**src/rtl/dm_arbiter.sv**
```systemverilog
// Round-robin two-master arbiter for the data memory: latches one request, does a same-cycle
// read-modify-write for byte-enabled stores, and returns a registered ack/err/rdata one cycle later.
// Latency: grant at the edge after req, memory access at the next edge, ack in the following cycle.
// Backpressure: a master holds req until its ack; inputs are ignored while busy.
module dm_arbiter #(
    parameter int ADDR_W      = 14,
    parameter int DEPTH_BYTES = 12288
) (
    input  logic              clk,
    input  logic              reset,
    input  logic              m0_req,
    input  logic              m0_we,
    input  logic [3:0]        m0_be,
    input  logic [ADDR_W-1:0] m0_addr,
    input  logic [31:0]       m0_wdata,
    output logic              m0_ack,
    output logic              m0_err,
    output logic [31:0]       m0_rdata,
    input  logic              m1_req,
    input  logic              m1_we,
    input  logic [3:0]        m1_be,
    input  logic [ADDR_W-1:0] m1_addr,
    input  logic [31:0]       m1_wdata,
    output logic              m1_ack,
    output logic              m1_err,
    output logic [31:0]       m1_rdata,
    output logic [ADDR_W-1:0] dm_addr,
    output logic [31:0]       dm_din,
    output logic              dm_we,
    input  logic [31:0]       dm_dout,
    output logic              busy,
    output logic              gnt_id
);

    typedef enum logic [1:0] {IDLE, ACCESS, ACK} state_t;

    localparam logic [31:0] LAST_WORD = 32'(DEPTH_BYTES - 4);

    state_t            st;
    logic              r_we;
    logic [3:0]        r_be;
    logic [ADDR_W-1:0] r_addr;
    logic [31:0]       r_wdata;
    logic              last;
    logic              pick;
    logic              illegal;

    // On a tie the master that was not served last wins.
    assign pick    = (m0_req && m1_req) ? ~last : m1_req;
    assign illegal = (r_addr[1:0] != 2'b00) || (32'(r_addr) > LAST_WORD);

    assign dm_addr = r_addr;
    assign busy    = (st != IDLE);
    assign dm_we   = (st == ACCESS) && r_we && (r_be != 4'b0000) && !illegal && !reset;

    always_comb begin
        dm_din = dm_dout;
        for (int i = 0; i < 4; i++) begin
            if (r_be[i]) dm_din[8*i +: 8] = r_wdata[8*i +: 8];
        end
    end

    always_ff @(posedge clk) begin
        if (reset) begin
            st       <= IDLE;
            r_we     <= 1'b0;
            r_be     <= 4'b0000;
            r_addr   <= '0;
            r_wdata  <= 32'h0;
            last     <= 1'b1;
            gnt_id   <= 1'b0;
            m0_ack   <= 1'b0;
            m1_ack   <= 1'b0;
            m0_err   <= 1'b0;
            m1_err   <= 1'b0;
            m0_rdata <= 32'h0;
            m1_rdata <= 32'h0;
        end else begin
            case (st)
                IDLE: begin
                    if (m0_req || m1_req) begin
                        gnt_id  <= pick;
                        r_we    <= pick ? m1_we    : m0_we;
                        r_be    <= pick ? m1_be    : m0_be;
                        r_addr  <= pick ? m1_addr  : m0_addr;
                        r_wdata <= pick ? m1_wdata : m0_wdata;
                        st      <= ACCESS;
                    end
                end
                ACCESS: begin
                    // Writes leave the master's rdata untouched; reads and rejects overwrite it.
                    if (gnt_id == 1'b0) begin
                        m0_ack <= 1'b1;
                        m0_err <= illegal;
                        if (illegal)    m0_rdata <= 32'h0;
                        else if (!r_we) m0_rdata <= dm_dout;
                    end else begin
                        m1_ack <= 1'b1;
                        m1_err <= illegal;
                        if (illegal)    m1_rdata <= 32'h0;
                        else if (!r_we) m1_rdata <= dm_dout;
                    end
                    last <= gnt_id;
                    st   <= ACK;
                end
                ACK: begin
                    m0_ack <= 1'b0;
                    m1_ack <= 1'b0;
                    st     <= IDLE;
                end
                default: st <= IDLE;
            endcase
        end
    end

endmodule
```
**config.mk**
```make
export PLATFORM = sky130hd
export DESIGN_NAME = dm_arbiter
export DESIGN_NICKNAME = d
export VERILOG_FILES = /design/src/rtl/dm_arbiter.sv
export SDC_FILE = /design/constraint.sdc
export NUM_CORES = 1
export LEC_CHECK = 0
export ABC_AREA = 1
export CELL_PAD_IN_SITES_DETAIL_PLACEMENT = 0
export CELL_PAD_IN_SITES_GLOBAL_PLACEMENT = 1
export CORE_MARGIN = 1
export CORE_UTILIZATION = 28
export DETAILED_ROUTE_END_ITERATION = 8
export GPL_TIMING_DRIVEN = 0
export PLACE_DENSITY_LB_ADDON = 0.15
export SYNTH_ARGS = -nofsm -noshare
export SYNTH_HDL_FRONTEND = slang
export SYNTH_SLANG_ARGS = --single-unit
```
**constraint.sdc**
```tcl
create_clock -name clk -period 1.8 [get_ports clk]
set_clock_uncertainty 0.2 [all_clocks]
set_input_delay 0.18 -clock clk [delete_from_list [all_inputs] [get_ports clk]]
set_output_delay 0.18 -clock clk [all_outputs]
set_load 0.03 [all_outputs]
```
==> results of run 1 <==
-- where the power goes --
part	total [mW]	switching, mW	internal [mW]
Combinational	2.52	1.57	0.946
Sequential	3.12	0.146	2.97
Clock	3.35	1.31	2.04
Total	8.98	3.03	5.96
-- stage by stage --
step / hold slack (ns) / TNS (ns) / area [sq um] / utilization [%]
after CTS: 0.186 / -0.175 / 9420 / 44.7
after global placement: 0.253 / -14.89 / 8940 / 42.4
final: 0.209 / -0.0507 / 9430 / 44.7
after floorplan: 0.184 / 0 / 6060 / -
after global routing: 0.220 / -0.141 / 9430 / 44.7
after detailed placement: 0.262 / -15.29 / 8940 / 42.4
-- flip-flops by register name (all words and copies together) (netlist names), 2 cells and up --
name / cells
r_wdata: 32
m0_rdata: 32
dm_addr: 14
st: 2
m1_rdata: 32
r_be: 4
-- layer usage --
| metal | track usage (%) | wire (microns) |
|---|---|---|
| met1 | 26.9 | 10500 |
| met2 | 34.8 | 10700 |
| met3 | 5.96 | 1480 |
| met4 | 6.58 | 384 |
| met5 | 0 | 0 |
-- synth_stat cells --
library cell | n | area, sq um
buf_2 | 47 | 235
nor2_1 | 224 | 841
inv_1 | 57 | 214
clkbuf_1 | 21 | 78.8
o21ai_0 | 53 | 265
dfxtp_1 | 123 | 2460
nand3_1 | 99 | 495
nor2_4 | 2 | 22.5
nand3_2 | 1 | 10.0
inv_2 | 2 | 7.51
clkinv_1 | 3 | 11.3
a21oi_1 | 68 | 340
nand2_1 | 276 | 1040
buf_4 | 5 | 37.5
-- cell families after synthesis --
family / after synthesis / share of synthesized area (%)
compound gates: 121 / 10.0
buf+inv: 135 / 9.65
flops: 123 / 40.7
simple gates: 602 / 39.7
-- timing repair --
| action | in CTS | in global routing |
|---|---|---|
| pin swaps | 3 | 3 |
| setup endpoints to repair | 181 | 55 |
| gates resized for setup | 253 | 43 |
| setup buffers | 3 | 2 |
| endpoints found under the hold margin | 6 | 0 |
| hold buffers | 1 | 0 |
| gates cloned | 0 | 0 |
-- worst min-delay path by stage --
stage | endpoint | depth (start not counted)
after CTS | r_be[3] | 5
final | m1_rdata[4] | 5
after global placement | m0_ack | 2
after floorplan | dm_addr[0] | 4
after global routing | dm_addr[0] | 5
after detailed placement | m1_err | 2
-- worst register-to-register path: cells and delay by family (launching register included) --
family	cells	cell delay [ns]
flip-flops	1	0.33
AO/OA/AOI/OAI	1	0.15
buffers and inverters	3	0.54
AND/OR/NAND/NOR	3	0.38
-- final cells by class --
type | instances | area (sq um)
fillers | 2352 | 11700
inverters | 62 | 248
multi-input cells | 723 | 3040
clock buffers | 18 | 429
flip-flops and latches | 123 | 2470
clock inverters | 14 | 148
diodes | 2 | 5.00
repair buffers | 259 | 2340
well taps | 275 | 344
plain buffers | 72 | 409
==> flow_metrics.env, run 1 <==
export IMPL_final_common_cell="nand2_1"
export IMPL_initial_core_util_pct=28.7
export IMPL_crit_family="buffers and inverters"
export IMPL_ys_ff_latch=123
export IMPL_first_global_vias=6512
export IMPL_crit_buf_inv=3
export IMPL_initialDrtViolationCount=242
export IMPL_finalCritPeriodShare_pct=103
export IMPL_layout_cells_non_filler=1548
export IMPL_setup_violations=1
export IMPL_ys_seq_area_share_pct=40.7
export IMPL_wl_per_cell_microns=14.9
export IMPL_reg2reg_to="m0_rdata[4]"
export IMPL_layout_common_cells="nand2_1, nor2_1, clkdlybuf4s50_1"
export IMPL_routed_wl_microns=23100
export IMPL_clock_latency_ns=0.42
export IMPL_cp_arrival_ns=1.47
export IMPL_netlist_area_sq_um=6060
export IMPL_drtPass1Iterations=5
export IMPL_clock_sinks=123
export IMPL_worstPathRequired_ns=1.42
export IMPL_ant_nets=0
export IMPL_nets=1396
export IMPL_startpoint="reset"
export IMPL_path_depth=6
export IMPL_dp_cells=1509
export IMPL_period_needed_ns=1.85
export IMPL_synth_cells=981
export IMPL_vdd_drop_max_v=0.000499
export IMPL_maxSlewHeadroom_pct=66.4
export IMPL_hpwl_microns=18300
export IMPL_via_per_inst=4.37
export IMPL_p_total_mw=8.98
export IMPL_vias=6766
export IMPL_drc_errors=0
export IMPL_tightest_slew_ns=0.504
export IMPL_area_growth_pct=55.7
export IMPL_fmax_mhz=540
export IMPL_grt_max_degree=17
export IMPL_std_cell_rows=53
export IMPL_critPathKind="input port to primary output"
export IMPL_core_area_sq_um=21100
export IMPL_port_buffers=253
export IMPL_violations="negative setup slack"
export IMPL_drv_cap=0
export IMPL_clock_path_buffers=2
export IMPL_synth_fp_nets=1119
export IMPL_drv_slew=0
export IMPL_die_x_microns=149
export IMPL_critPathMaxFanout=6
export IMPL_cp_cell_sequence="buf_2 -> dlygate4sd3_1 -> nor2_2 -> o21ai_2 -> nor2_4 -> buf_6"
export IMPL_clkSlewWorstSetupHoldPaths_ns=0.05
export IMPL_antenna_found_initial=2
export IMPL_worstRegToRegCells=7
export IMPL_pre_cts_slack_ns=-0.662
export IMPL_gp_congestion=0.790
export IMPL_leakage_nw=4.66
export IMPL_r2r_start="dm_addr[0]"
export IMPL_cts_buffers_inserted=17
export IMPL_crit_path_end_kind="primary output"
export IMPL_track_usage_pct=21.3
export IMPL_yosysWarningCount=0
export IMPL_io_pins=255
export IMPL_status="complete, but fails checks"
export IMPL_hp_class="input port to flop"
export IMPL_htree_levels=4
export IMPL_crit_path_top_delay_cell="dlygate4sd3_1"
export IMPL_holdCritStartpoint="reset"
export IMPL_timing_final_ws_setup_ns=-0.0507
export IMPL_reg2reg_slack_ns=0.09
export IMPL_rsz0062_at_grt="yes"
export IMPL_synth_cell_types=14
export IMPL_hold_viol_final=0
export IMPL_critPathCapture="dm_we"
export IMPL_p_per_area_nw_per_um2=953
export IMPL_cts_tree="done"
export IMPL_root_buffer="clkbuf_16"
export IMPL_drive_above_1_share_pct=11.2
export IMPL_startpoint_type="input port"
export IMPL_die_h_microns=149
export IMPL_max_stage_delay_ns=0.67
export IMPL_die_area_sq_um=22200
export IMPL_overflow=0
export IMPL_avgSynthCellArea_sq_um=6.17
export IMPL_grt_pass1_wl_microns=35800
Power figures use the tool's default switching activity.
==> run 2: changes to the inputs <==
Settings changed: CORE_MARGIN 1 to 3, PLACE_DENSITY_LB_ADDON 0.15 to 0.1.
==> run 2 against run 1 <==
Against the previous run:
- the flow still finishes with violations (negative setup slack)
- count of clock-buffer cells in the layout shrank 1
- via count grew 0.62%
- design area grew 0.21%
- critical endpoint unchanged
- largest cell class unchanged
- largest power group unchanged
==> flow_metrics.env, run 2 (synthesis gave the netlist of run 1 again) <==
export IMPL_clock_path_buffers=2
export IMPL_leakage_nw=4.70
export IMPL_die_x_microns=153
export IMPL_fill_cells=2391
export IMPL_fmax_mhz=524
export IMPL_overflow=0
export IMPL_layout_cells_non_filler=1550
export IMPL_vias=6808
export IMPL_seq_area_sq_um=2460
export IMPL_initialDrtViolationCount=294
export IMPL_track_usage_pct=19.7
export IMPL_die_area_sq_um=23400
export IMPL_multi_input_comb_area_sq_um=3050
export IMPL_std_cell_rows=53
export IMPL_tightest_slew_ns=0.521
export IMPL_port_buffers=253
export IMPL_cts_tree="done"
export IMPL_final_common_cell="nand2_1"
export IMPL_cp_arrival_ns=1.53
export IMPL_nets=1398
export IMPL_clkSlewWorstSetupHoldPaths_ns=0.06
export IMPL_routed_wl_microns=23400
export IMPL_antenna_found_initial=3
export IMPL_grt_max_degree=17
export IMPL_gp_congestion=0.806
export IMPL_startpoint_type="flop"
export IMPL_hpwl_microns=18600
export IMPL_clock_latency_ns=0.42
export IMPL_clock_sinks=123
export IMPL_wl_per_cell_microns=15.1
export IMPL_hp_class="input port to flop"
export IMPL_vdd_drop_max_v=0.000548
export IMPL_ant_nets=0
export IMPL_reg_top3="m0_rdata x32, m1_rdata x32, r_wdata x32"
export IMPL_setup_tns_ns=-0.107
export IMPL_cts_buffers_inserted=17
export IMPL_rsz0062_at_grt="yes"
export IMPL_timing_final_ws_setup_ns=-0.107
export IMPL_period_needed_ns=1.91
export IMPL_die_h_microns=153
export IMPL_area_growth_pct=56.0
export IMPL_setup_violations=1
export IMPL_status="complete, but fails checks"
export IMPL_io_pins=255
export IMPL_critPathKind="flop to primary output"
export IMPL_violations="negative setup slack"
export IMPL_dp_cells=1509
export IMPL_p_total_mw=9.08
export IMPL_hold_viol_final=0
export IMPL_worstPathRequired_ns=1.42
export IMPL_crit_path_end_kind="primary output"
export IMPL_drv_slew=0
export IMPL_p_per_area_nw_per_um2=961
export IMPL_root_buffer="clkbuf_16"
export IMPL_layout_common_cells="nand2_1, nor2_1, clkdlybuf4s50_1"
export IMPL_grt_pass1_wl_microns=36700
export IMPL_finalCritPeriodShare_pct=106
export IMPL_drtPass1Iterations=4
export IMPL_via_per_inst=4.39
export IMPL_critPathMaxFanout=3
export IMPL_drv_cap=0
export IMPL_maxSlewHeadroom_pct=65.3
export IMPL_drc_errors=0
export IMPL_core_area_sq_um=21200
export IMPL_htree_levels=4
export IMPL_drive_above_1_share_pct=11.8
export IMPL_first_global_vias=6553
export IMPL_initial_core_util_pct=28.6
## run 2: cell types whose count changed in the layout (fill, tap and decap cells not counted), moves of 4 or more
cell / delta
buf_4: +8
clkbuf_1: -5
clkbuf_2: +5
clkbuf_4: -4
## run 2: worst max-delay path, stage by stage (launching register included)
cell and delay (ns):
dfxtp_2 0.34, nor2_4 0.18, nand3_2 0.11, buf_6 0.14, buf_8 0.11, nor2_4 0.09, buf_6 0.14
## run 2: repair_timing
action	in CTS	in global routing
setup buffers	5	1
hold buffers	2	0
pin swaps	3	3
endpoints found under the hold margin	6	0
endpoints found under the setup margin	165	77
resized for setup	252	63
## run 2: layout make-up
| type | count | share of cell area, % |
|---|---|---|
| antenna | 2 | 0.0530 |
| multi-input combinational | 723 | 32.2 |
| clock buffer | 17 | 4.50 |
| inverter | 62 | 2.62 |
| tap | 275 | 3.64 |
| sequential | 123 | 26.1 |
| timing repair buffer | 261 | 24.7 |
| buffer | 72 | 4.48 |
| clock inverter | 15 | 1.72 |
## run 2: stage by stage
| step | instance area [sq um] | utilization [%] | setup WS (ns) | hold slack, ns |
|---|---|---|---|---|
| after floorplan | 6060 | - | 0.0996 | 0.184 |
| after global placement | 8940 | 42.2 | -0.614 | 0.255 |
| after detailed placement | 8940 | 42.2 | -0.613 | 0.261 |
| after CTS | 9460 | 44.7 | -0.170 | 0.199 |
| after global routing | 9450 | 44.7 | -0.192 | 0.242 |
| final | 9450 | 44.7 | -0.107 | 0.215 |
## run 2: final timing paths
| kind | start | slack, ns | end | depth (start not counted) |
|---|---|---|---|---|
| worst max-delay path | dm_addr[0] | -0.11 | dm_we | 6 |
| worst min-delay path | m1_addr[1] | 0.22 | dm_addr[1] | 5 |
| worst max register to register | st[0] | 0.11 | r_wdata[28] | 8 |
| worst min register to register | m1_rdata[16] | 0.27 | m1_rdata[16] | 2 |
## run 2: power by group
| part | internal, mW | total (mW) | switching [mW] | leakage, nW |
|---|---|---|---|---|
| registers | 2.97 | 3.11 | 0.138 | 1.01 |
| logic | 0.958 | 2.53 | 1.58 | 3.41 |
| clock network | 2.06 | 3.44 | 1.38 | 0.281 |
## run 2: per-layer routing
| layer | up-vias | wire [microns] | track usage (%) |
|---|---|---|---|
| met5 | - | 13 | 0 |
| met4 | 2 | 596 | 6.83 |
| met3 | 33 | 1610 | 5.83 |
| met2 | 208 | 10400 | 31.2 |
| met1 | 2926 | 10700 | 25.6 |
| li1 | 3639 | - | - |
==> run 3: changes to the inputs <==
Settings changed: HOLD_SLACK_MARGIN set to 0.08.
==> results of run 3 <==
No change in the layout: final DEF, timing and power equal those of run 2.
